==> config.mk <==
export PLATFORM = sky130hd
export DESIGN_NAME = lsu_unit
export DESIGN_NICKNAME = d
export VERILOG_FILES = /design/src/rtl/lsu_unit.sv
export SDC_FILE = /design/constraint.sdc
export NUM_CORES = 1
export LEC_CHECK = 0
export CORE_MARGIN = 5
export CORE_UTILIZATION = 46
export DETAILED_ROUTE_END_ITERATION = 10
export PLACE_DENSITY = 0.77
export RECOVER_POWER = 100
export SYNTH_ARGS = -nofsm -noshare
export SYNTH_HDL_FRONTEND = slang
export SYNTH_SLANG_ARGS = --single-unit
==> constraint.sdc <==
create_clock -name clk -period 2 [get_ports clk]
set_clock_uncertainty 0.05 [all_clocks]
set_input_delay 0.4 -clock clk [delete_from_list [all_inputs] [get_ports clk]]
set_output_delay 0.4 -clock clk [all_outputs]
set_load 0.1 [all_outputs]
==> src/rtl/lsu_unit.sv <==
// Load/store unit: formats RV32I sub-word accesses into word accesses with byte enables.
// Define LSU_MISALIGN_SPLIT_EN to split word-crossing accesses into two memory beats.
module lsu_unit #(
  parameter int DM_ADDRESS = 9,
  parameter int DATA_W     = 32
) (
  input  logic                  clk,
  input  logic                  rst_n,
  input  logic                  req_valid,
  output logic                  req_ready,
  input  logic                  req_we,
  input  logic [2:0]            req_funct3,
  input  logic [31:0]           req_addr,
  input  logic [DATA_W-1:0]     req_wdata,
  output logic                  resp_valid,
  output logic [DATA_W-1:0]     resp_rdata,
  output logic                  resp_err,
  output logic                  mem_req,
  output logic                  mem_we,
  output logic [DM_ADDRESS-1:0] mem_addr,
  output logic [3:0]            mem_be,
  output logic [DATA_W-1:0]     mem_wdata,
  input  logic [DATA_W-1:0]     mem_rdata,
  input  logic                  mem_ack
);

`ifdef LSU_MISALIGN_SPLIT_EN
  localparam logic SPLIT_EN = 1'b1;
`else
  localparam logic SPLIT_EN = 1'b0;
`endif

  typedef enum logic [1:0] {IDLE, ACC0, ACC1, RESP} state_t;
  state_t state;

  function automatic logic [31:0] load_ext(input logic [2:0] f3, input logic [31:0] r);
    logic signed [7:0]  b;
    logic signed [15:0] h;
    b = r[7:0];
    h = r[15:0];
    case (f3)
      3'b000:  load_ext = 32'(b);
      3'b001:  load_ext = 32'(h);
      3'b100:  load_ext = {24'd0, r[7:0]};
      3'b101:  load_ext = {16'd0, r[15:0]};
      default: load_ext = r;
    endcase
  endfunction

  logic [1:0]  off_in;
  logic [2:0]  size_in;
  logic        legal_in;
  logic        cross_in;
  logic [7:0]  mask_in;
  logic [63:0] sdata_in;
  logic        unused_addr;

  assign off_in      = req_addr[1:0];
  assign unused_addr = ^req_addr[31:DM_ADDRESS+2];

  always_comb begin
    case (req_funct3[1:0])
      2'b00:   begin size_in = 3'd1; mask_in = 8'h01; end
      2'b01:   begin size_in = 3'd2; mask_in = 8'h03; end
      default: begin size_in = 3'd4; mask_in = 8'h0F; end
    endcase
    mask_in  = mask_in << off_in;
    cross_in = (3'(off_in) + size_in) > 3'd4;
    sdata_in = {32'd0, req_wdata} << {off_in, 3'b000};
    if (req_we)
      legal_in = (req_funct3 == 3'b000) || (req_funct3 == 3'b001) || (req_funct3 == 3'b010);
    else
      legal_in = (req_funct3 != 3'b011) && (req_funct3 != 3'b110) && (req_funct3 != 3'b111);
  end

  // Request latch: captured once per accepted request
  logic [1:0]  off_p0;
  logic        we_p0;
  logic [2:0]  f3_p0;
  logic        cross_p0;
  logic [3:0]  be_hi_p0;
  logic [31:0] wdata_hi_p0;
  logic [31:0] lo_p1;
  logic [31:0] rd_word;

  always_ff @(posedge clk) begin
    if (state == IDLE && req_valid) begin
      off_p0      <= off_in;
      we_p0       <= req_we;
      f3_p0       <= req_funct3;
      cross_p0    <= cross_in;
      be_hi_p0    <= mask_in[7:4];
      wdata_hi_p0 <= sdata_in[63:32];
    end
    if (state == ACC0 && mem_ack)
      lo_p1 <= mem_rdata;
  end

  // In ACC1 the low beat is already in lo_p1; a single beat shifts the fresh word alone
  always_comb begin
    if (state == ACC1)
      rd_word = 32'({mem_rdata, lo_p1} >> {off_p0, 3'b000});
    else
      rd_word = 32'({32'd0, mem_rdata} >> {off_p0, 3'b000});
  end

  assign req_ready = (state == IDLE);

  // Control FSM with registered memory-port and response outputs
  always_ff @(posedge clk or negedge rst_n) begin
    if (!rst_n) begin
      state      <= IDLE;
      resp_valid <= 1'b0;
      resp_rdata <= '0;
      resp_err   <= 1'b0;
      mem_req    <= 1'b0;
      mem_we     <= 1'b0;
      mem_addr   <= '0;
      mem_be     <= 4'd0;
      mem_wdata  <= '0;
    end else begin
      case (state)
        IDLE: begin
          if (req_valid) begin
            if (!legal_in || (cross_in && !SPLIT_EN)) begin
              state      <= RESP;
              resp_valid <= 1'b1;
              resp_err   <= 1'b1;
              resp_rdata <= '0;
            end else begin
              state     <= ACC0;
              mem_req   <= 1'b1;
              mem_we    <= req_we;
              mem_addr  <= req_addr[DM_ADDRESS+1:2];
              mem_be    <= mask_in[3:0];
              mem_wdata <= sdata_in[31:0];
            end
          end
        end
        ACC0, ACC1: begin
          if (mem_ack) begin
            if (state == ACC0 && cross_p0) begin
              state     <= ACC1;
              mem_addr  <= mem_addr + 1'b1;
              mem_be    <= be_hi_p0;
              mem_wdata <= wdata_hi_p0;
            end else begin
              state      <= RESP;
              mem_req    <= 1'b0;
              mem_we     <= 1'b0;
              mem_be     <= 4'd0;
              resp_valid <= 1'b1;
              resp_err   <= 1'b0;
              resp_rdata <= we_p0 ? '0 : load_ext(f3_p0, rd_word);
            end
          end
        end
        default: begin
          state      <= IDLE;
          resp_valid <= 1'b0;
        end
      endcase
    end
  end

endmodule

* Word-level counts from Yosys, hierarchy flattened
Cells that the tools add are included.
** Word-level totals
- Register bits after elaboration :: 158
- Logic and storage cells :: 106
- Input bits :: 104
- Output and inout port bits :: 82
** Operators by class
- $add $sub $neg :: 2
- Mux-type cells :: 45
- Shifts and indexed selects :: 4
- $lt $le $gt $ge :: 1
- Equality and inequality tests :: 17
- Reductions and logical operators :: 21
** Operator list (count)
- $mux 32 :: 10
- $pmux 32 s2 :: 2
- $pmux 32 s4 :: 1
- $shl 32x5->64 :: 1
- $shr 64x5->32 :: 1
- $mux 9 :: 4
- $shr 32x5->32 :: 1
- $pmux 9 s2 :: 1
- $mux 4 :: 4
- $pmux 4 s2 :: 2
- $reduce_and 5->1 :: 3
- $mux 1 :: 12
- $ne 2x2->1 const B :: 5
- $add 9x1->9 const B :: 1
- $pmux 1 s2 :: 4
- $reduce_and 4->1 :: 2
- $shl 8x2->8 :: 1
- $eq 3x1->1 const B :: 2
- $eq 3x3->1 const B :: 2
- $logic_not 3->1 :: 2
- $mux 2 :: 3
- $ne 3x3->1 const B :: 2
- $pmux 3 s2 :: 1
- $logic_and 1x1->1 :: 5
- other kinds (14) :: 18

* Logic depth before layout (Yosys ltp)
Gate-level depths: netlist of the first run.
- Word-level depth :: 9
- Gate-level depth with buffers :: 12
- Depth with buffers taken out :: 9

* Least setup slack after synthesis of the first run
Ideal clock, no wire load.
- Kind :: input to register
- Start :: input req_addr[1]
- End :: register mem_we
- Path buffers :: 2
- Stages on the path :: 9
- Library setup time :: 0.125 ns
- Path slack :: -0.973 ns
- Data required time :: 1.825 ns
- Data arrival time :: 2.798 ns
- Cell sequence :: clkbuf_1 > buf_2 > inv_2 > fa_1 > and2_0 > o2111a_1 > o21a_1 > nor2b_1 > mux2_2
** On the way
- Longest elaborated chain between the ends :: 5
** RTL lines
- from (decl) :: RTL line 13 : input logic [31:0] req_addr,
- $add 2x3->3 :: RTL line 68 : cross_in = (3'(off_in) + size_in) > 3'd4;
- $gt 3x3->1 :: RTL line 68
- $logic_or 1x1->1 :: RTL line 125 : if (!legal_in || (cross_in && !SPLIT_EN)) begin
- $ne 2x2->1 (no source line)
- $reduce_and 5->1 (no source line)
- to (signal assigned) :: RTL line 133 : mem_we <= req_we;
- to (decl) :: RTL line 19 : output logic mem_we,
No other way between the ends.
A chain may end at the register's enable or synchronous reset.

* Worst setup path in the final report of the first run
- Start :: input req_funct3[1]
- End :: register mem_wdata[27]
** On the way
- Longest elaborated chain between the ends :: 8
- Elaborated cells between the ends (all ways) :: 20
- Those cells by class :: 1 x add/sub; 1 x order compare; 7 x eq/ne; 2 x mux; 9 x reduce/logical
** RTL lines
- from (decl) :: RTL line 12 : input logic [2:0] req_funct3,
- branches (longest 5 deep; another with $add 2x3->3)
- $logic_or 1x1->1 (*) :: RTL line 125
- $ne 2x2->1 (no source line) (*)
- $reduce_and 5->1 (no source line) (*)
- to (signal assigned) :: RTL line 136 : mem_wdata <= sdata_in[31:0];
- to (signal assigned) :: RTL line 146 : mem_wdata <= wdata_hi_p0;
- to (decl) :: RTL line 22 : output logic [DATA_W-1:0] mem_wdata,
Mark *: on every way between the ends.

==> metrics.txt, run 1 <==
commonest cells after routing, fill and taps aside=147 x buf_4, 82 x dfrtp_1, 81 x mux2i_1; detail-routed net length per standard cell=22.5 um; final critical path time including I/O delays and setup=between 2 and 2.5 ns; latest clock arrival within the worst-skew pair=approximately 0.43 ns; clock-pin slew of the registers on the worst-case setup and hold paths=roughly 0.06 ns; Min-Delay Path Class=in -> reg; number of design-rule violations left by the first detailed-router iteration=776; Critical Setup Path Class=in -> reg; clk sinks=149; Clock Path Buffers=2; final number of hold-violating endpoints=0; flop and latch count out of synthesis=149; Area after DPL=10,400 um2; buffer type at the clock tree root=clkbuf_16; sum of overflow across all layers after global routing=0; part of the cycle the worst path needs=118%; worst stage delay on the critical path=about 0.4 ns; number of fillers in the final layout=1,169; largest net degree at the start of global routing=52; setup repair after global routing missed its margin=true; Mapped Cells=769; pre-CTS setup slack=-1.11 ns; share of the yosys chip area belonging to registers=50.9%; area of the multi-input gates=4250 um2; buffer and inverter count on the worst path=5; CTS tree=built; number of nets at the end of the flow=approximately 1,100; slowest library cell on the worst path=fa_2; wire length of the first global-routing pass=39.6 mm; mapped cell area=7980 um2; total iterations of the first detailed-routing run=5; overall die area=20,100 um2; H-tree Lvls=4; most common cell after layout, fill and taps aside=buf_4; type of element capturing the critical path=flip-flop; layout cell share with drive strength beyond 1=between 30% and 40%; number of diodes=0; sum of net half-perimeters after detailed placement=17.2 mm; flip-flop and latch area=between 4000 and 5000 um2; P&R area growth vs syn=51.0%; antenna violations before repair=0; worst slew margin relative to its limit=between 30% and 40%; crit-path cells=buf_8, nor2_4, ha_4, inv_2, fa_2, and2_4, o2111a_2, o211ai_1, buf_4, buf_6, clkbuf_16, nand2_2, o31ai_1; Cell variety after synth=a little under 60; cell row count=48; Critical Path RT=roughly 2.3 ns; total setup violations reported at the end of the flow=84; largest fanout of any net on the critical path=8; Post-Route WL=approximately 28 mm; via count of the first global-routing pass=7,170; actual slew at the worst max-slew pin=0.944 ns; Synthesis Warnings=0; number of DRC violations after detailed routing=0; vias after detailed routing=roughly 7,600; mean instance size in the synthesized netlist=10.4 um2; total count of max-transition violations in the final report=0; I/O pin count=186; data arrival at the endpoint of the critical path=2.61 ns; failing checks=setup timing; CTS buffer count=17; max capacitance violation total=0; total negative slack=-14.52 ns; chip height=142 um; post-route cell area=12,000 um2; width of the die=142 um; GPL Wtd Cong=just under 0.9; share of synthesized registers carrying an async set or reset=a little under three fifths; post-DR vias/cell=6.11; all-layer global routing usage=roughly a quarter; startpoint type of the worst setup path=input pin; Synth Flop Type=dfrtp_1; status=finished, violations left; number of enable flip-flop cells after synthesis=66; kind of cell adding the most delay to the critical path=compound AO/OA/AOI/OAI gates; number of buffers added on ports=about 160; syn_nets=883; smallest setup slack after layout=-0.353 ns; Initial Utilization=a little under half; Max Clk Rate=425 MHz; remaining antenna violation count after routing=0; core box area=17,200 um2
final timing paths:
kind	start	to	slack, ns	depth (start not counted)
max	req_funct3[1]	mem_wdata[27]	-0.35	13
min	req_funct3[1]	f3_p0[1]	0.27	2
max reg2reg	state[1]	mem_addr[8]	-0.30	9
min reg2reg	resp_rdata[4]	resp_rdata[4]	0.43	2
max in group asynchronous	rst_n	resp_rdata[8]	0.82	3
min in group asynchronous	rst_n	mem_wdata[15]	0.46	2
worst reg2reg max path, delay by kind of cell (launching register included):
kind	cells	cell delay, ns
AOI/OAI and AO/OA	1	0.18
adders and majority gates	1	0.18
buffers and inverters	4	0.54
DFF	1	0.45
muxes	1	0.25
and+or+nand+nor	2	0.59
sequential cells by signal, indices dropped and copies added, names as in the netlist:
register and cells:
be_hi_p0 3, wdata_hi_p0 24, resp_valid 1, mem_be 4
we_p0 1, f3_p0 3, cross_p0 1, resp_rdata 32
mem_addr 9, mem_req 1, off_p0 2, lo_p1 32
mem_we 1, mem_wdata 32, resp_err 1, state 2
Yosys cell counts, drive strengths merged, types with 8 or more instances:
cell | number | share of area [%]
a211oi | 16 | 1.5
a21oi | 38 | 2.4
a221oi | 23 | 2.5
a22o | 17 | 2.0
a31oi | 9 | 0.71
and3 | 11 | 0.86
buf | 24 | 1.6
clkbuf | 34 | 1.6
dfrtp | 83 | 26
edfxtp | 66 | 25
ha | 9 | 1.4
inv | 17 | 0.80
mux2 | 11 | 1.6
mux2i | 85 | 11
nand2 | 69 | 3.2
nand3 | 9 | 0.56
nor2 | 83 | 3.9
nor2b | 23 | 1.8
o211ai | 8 | 0.75
o21ai | 55 | 3.5
o22ai | 9 | 0.71
o31ai | 12 | 1.3
area by class of cell:
cell class              instances  share of cell area [%]
flip-flops and latches        149                    33.7
clock buffers                  21                    3.92
repair buffers                278                    23.5
well taps                     225                    2.34
multi-input cells             544                    35.3
inverters                      18                   0.592
clock inverters                11                   0.737
metal layers:
metal	vias to the layer above	GRT usage [%]	wire (um)
li1	3342	-	-
met1	3681	34.4	10800
met2	492	39.6	13700
met3	100	4.92	2410
met4	0	10.4	1160
met5	-	0	0
what timing repair did:
action,CTS,global route
endpoints found under the setup margin,83,80
setup buffers,7,8
hold buffers,1,0
resized for setup,67,119
hold endpoints to repair,37,0
gates cloned,5,6
pin swaps,11,26
kinds of logic after synthesis:
kind of cell	share of synthesized area [%]
muxes	12.2
adders and majority gates	1.66
and+or+nand+nor	12.7
DFF	50.9
AOI/OAI and AO/OA	18.4
xor gates and xnor gates	0.110
buffers and inverters	4.06
through the flow:
step / utilization (%) / instances / hold WS, ns
after detailed placement: 60.8 / 1190 / 0.393
after floorplan: - / 769 / 0.0544
after CTS: 66.5 / 1235 / 0.270
final: 70.1 / 1246 / 0.269
after global placement: 60.8 / 1190 / 0.398
after global routing: 70.1 / 1246 / 0.265
Power of run 1 is not shown: default switching activity piles up to over one toggle a cycle in this logic, so the estimate is an artifact.
==> inputs of run 2 (changes only) <==
- CTS_CLUSTER_DIAMETER: unset -> 120
==> results of run 2 <==
Final layout, timing and power as in run 1 (identical DEF).
Power of run 2 is left out for the same reason.
==> inputs of run 3 (changes only) <==
- CORE_ASPECT_RATIO: unset -> 0.8
- RECOVER_POWER: 100 -> unset
==> metrics.txt, run 3 (synthesis gave the netlist of run 1 again) <==
status=finished, violations left; failing checks=setup timing; setup repair after global routing missed its margin=true; FF-to-FF Start=state[0]; wire length on met2=approximately 11 mm; core occupancy in the finished layout=between 70% and 80%; latest clock arrival within the worst-skew pair=~0.43 ns; HP Start=req_funct3[0]; final critical path time including I/O delays and setup=2.28 ns; GPL Wtd Cong=~0.9; leakage power total=between 5 and 6 nW; overall die area=20,100 um2; total negative slack=-13.74 ns; type of element capturing the critical path=flip-flop; I/O pin count=186; largest fanout of any net on the critical path=3; final number of hold-violating endpoints=0; chip height=128 um; all-layer global routing usage=25.7%; Clock Path Buffers=2; max capacitance violation total=0; part of the cycle the worst path needs=114%; buffer type at the clock tree root=clkbuf_16; CTS tree=built; commonest cells after routing, fill and taps aside=131 x buf_4, 82 x dfrtp_1, 80 x mux2i_1; worst slew margin relative to its limit=51.8%; post-DR vias/cell=5.81; cell row count=43; clk sinks=149; Power Density=1990 nW/um2; P&R area growth vs syn=50.7%; Critical Path RT=2.31 ns; total setup violations reported at the end of the flow=between 70 and 80; Critical Setup Path Class=in -> reg; Min-Delay Path Class=in -> reg; total iterations of the first detailed-routing run=5; clock-pin slew of the registers on the worst-case setup and hold paths=0.06 ns; number of design-rule violations left by the first detailed-router iteration=around 890; number of buffers added on ports=around 160; vias after detailed routing=7,243; routed length on met1=11.5 mm; H-tree Lvls=4; Crit. Startpoint=req_funct3[0]; biggest registers after layout=lo_p1 x32, mem_wdata x32, resp_rdata x32; Max Clk Rate=around 440 MHz; sum of overflow across all layers after global routing=0; width of the die=157 um; most common cell after layout, fill and taps aside=buf_4; number of nets at the end of the flow=1,121; actual slew at the worst max-slew pin=approximately 0.72 ns; remaining antenna violation count after routing=0; wire length of the first global-routing pass=39.9 mm; sum of net half-perimeters after detailed placement=17.9 mm; smallest setup slack after layout=-0.285 ns; core box area=~17,000 um2; startpoint type of the worst setup path=input pin; met3 WL post-DR=~2.6 mm; data arrival at the endpoint of the critical path=between 2 and 3 ns; detail-routed net length per standard cell=21.0 um; Initial Utilization=46.5%; top layer in use=met4; post-route cell area=12,000 um2; pre-CTS setup slack=-1.17 ns; via count of the first global-routing pass=7,049; number of DRC violations after detailed routing=0; peak ir drop on the vdd network=0.000934 V; slack of the worst reg-to-reg path=-0.21 ns; antenna violations before repair=1; Area after DPL=10,600 um2; layout cell share with drive strength beyond 1=roughly 33%; cell depth of the worst min-delay path=2; total count of max-transition violations in the final report=0; largest net degree at the start of global routing=52; CTS buffer count=17; Worst R2R Path Depth=9; Post-Route WL=roughly 26 mm
-- run 3: cell count changes in the layout (fill, tap and decap cells not counted), sizes merged, moves of 2 or more --
cell and delta:
clkbuf -4, clkdlybuf4s50 +34, dlygate4sd3 -34, inv -4
buf +6, bufinv +2
-- run 3: area by class of cell --
class | count | area [um2]
antenna | 1 | 2.50
clock buffer | 22 | 518
clock inverter | 10 | 114
fill | 1152 | 5140
inverter | 18 | 71.3
multi-input combinational | 544 | 4110
sequential | 149 | 4060
tap | 225 | 282
timing repair buffer | 277 | 2870
-- run 3: critical path, cell delays in order --
cell and delay [ns]:
buf_8 0.10, nor2_4 0.13, ha_4 0.14, inv_2 0.03, fa_2 0.50, and2_4 0.15
o2111a_2 0.22, o211ai_1 0.17, buf_4 0.20, or4b_1 0.47, nand3_1 0.08
-- run 3: path summary, 6_finish.rpt --
kind | to
setup reg to reg | mem_addr[8]
setup / recovery | mem_addr[8]
hold reg to reg | mem_wdata[22]
hold / removal | f3_p0[0]
min in group asynchronous | mem_wdata[31]
max in group asynchronous | state[1]
-- run 3: per-layer routing --
metal	vias up	global-route usage, %
li1	3331	-
met1	3491	37.9
met2	378	36.1
met3	43	8.00
met4	0	8.55
met5	-	0
-- run 3: timing repair --
item,in CTS,in global routing
buffers inserted,8,5
hold buffers,1,0
endpoints found under the hold margin,31,0
resized for setup,123,30
pin swaps,19,7
gates cloned,5,0
endpoints found under the setup margin,82,83
-- run 3: power by group --
part / internal, mW / total [mW] / switching, mW
logic: 5.47 / 15.5 / 9.99
registers: 4.25 / 5.05 / 0.802
clock network: 2.09 / 3.37 / 1.28
total: 11.8 / 23.9 / 12.1
-- run 3: per-stage QoR --
stage	hold slack (ns)	total power, mW	std cells
6_report	0.212	23.9	1246
5_1_grt	0.206	24.8	1246
4_1_cts	0.204	23.2	1241
3_5_place_dp	0.347	18.4	1195
3_3_place_gp	0.346	18.2	1195
2_1_floorplan	0.0544	13.8	769
(Power assumes the default switching activity.)
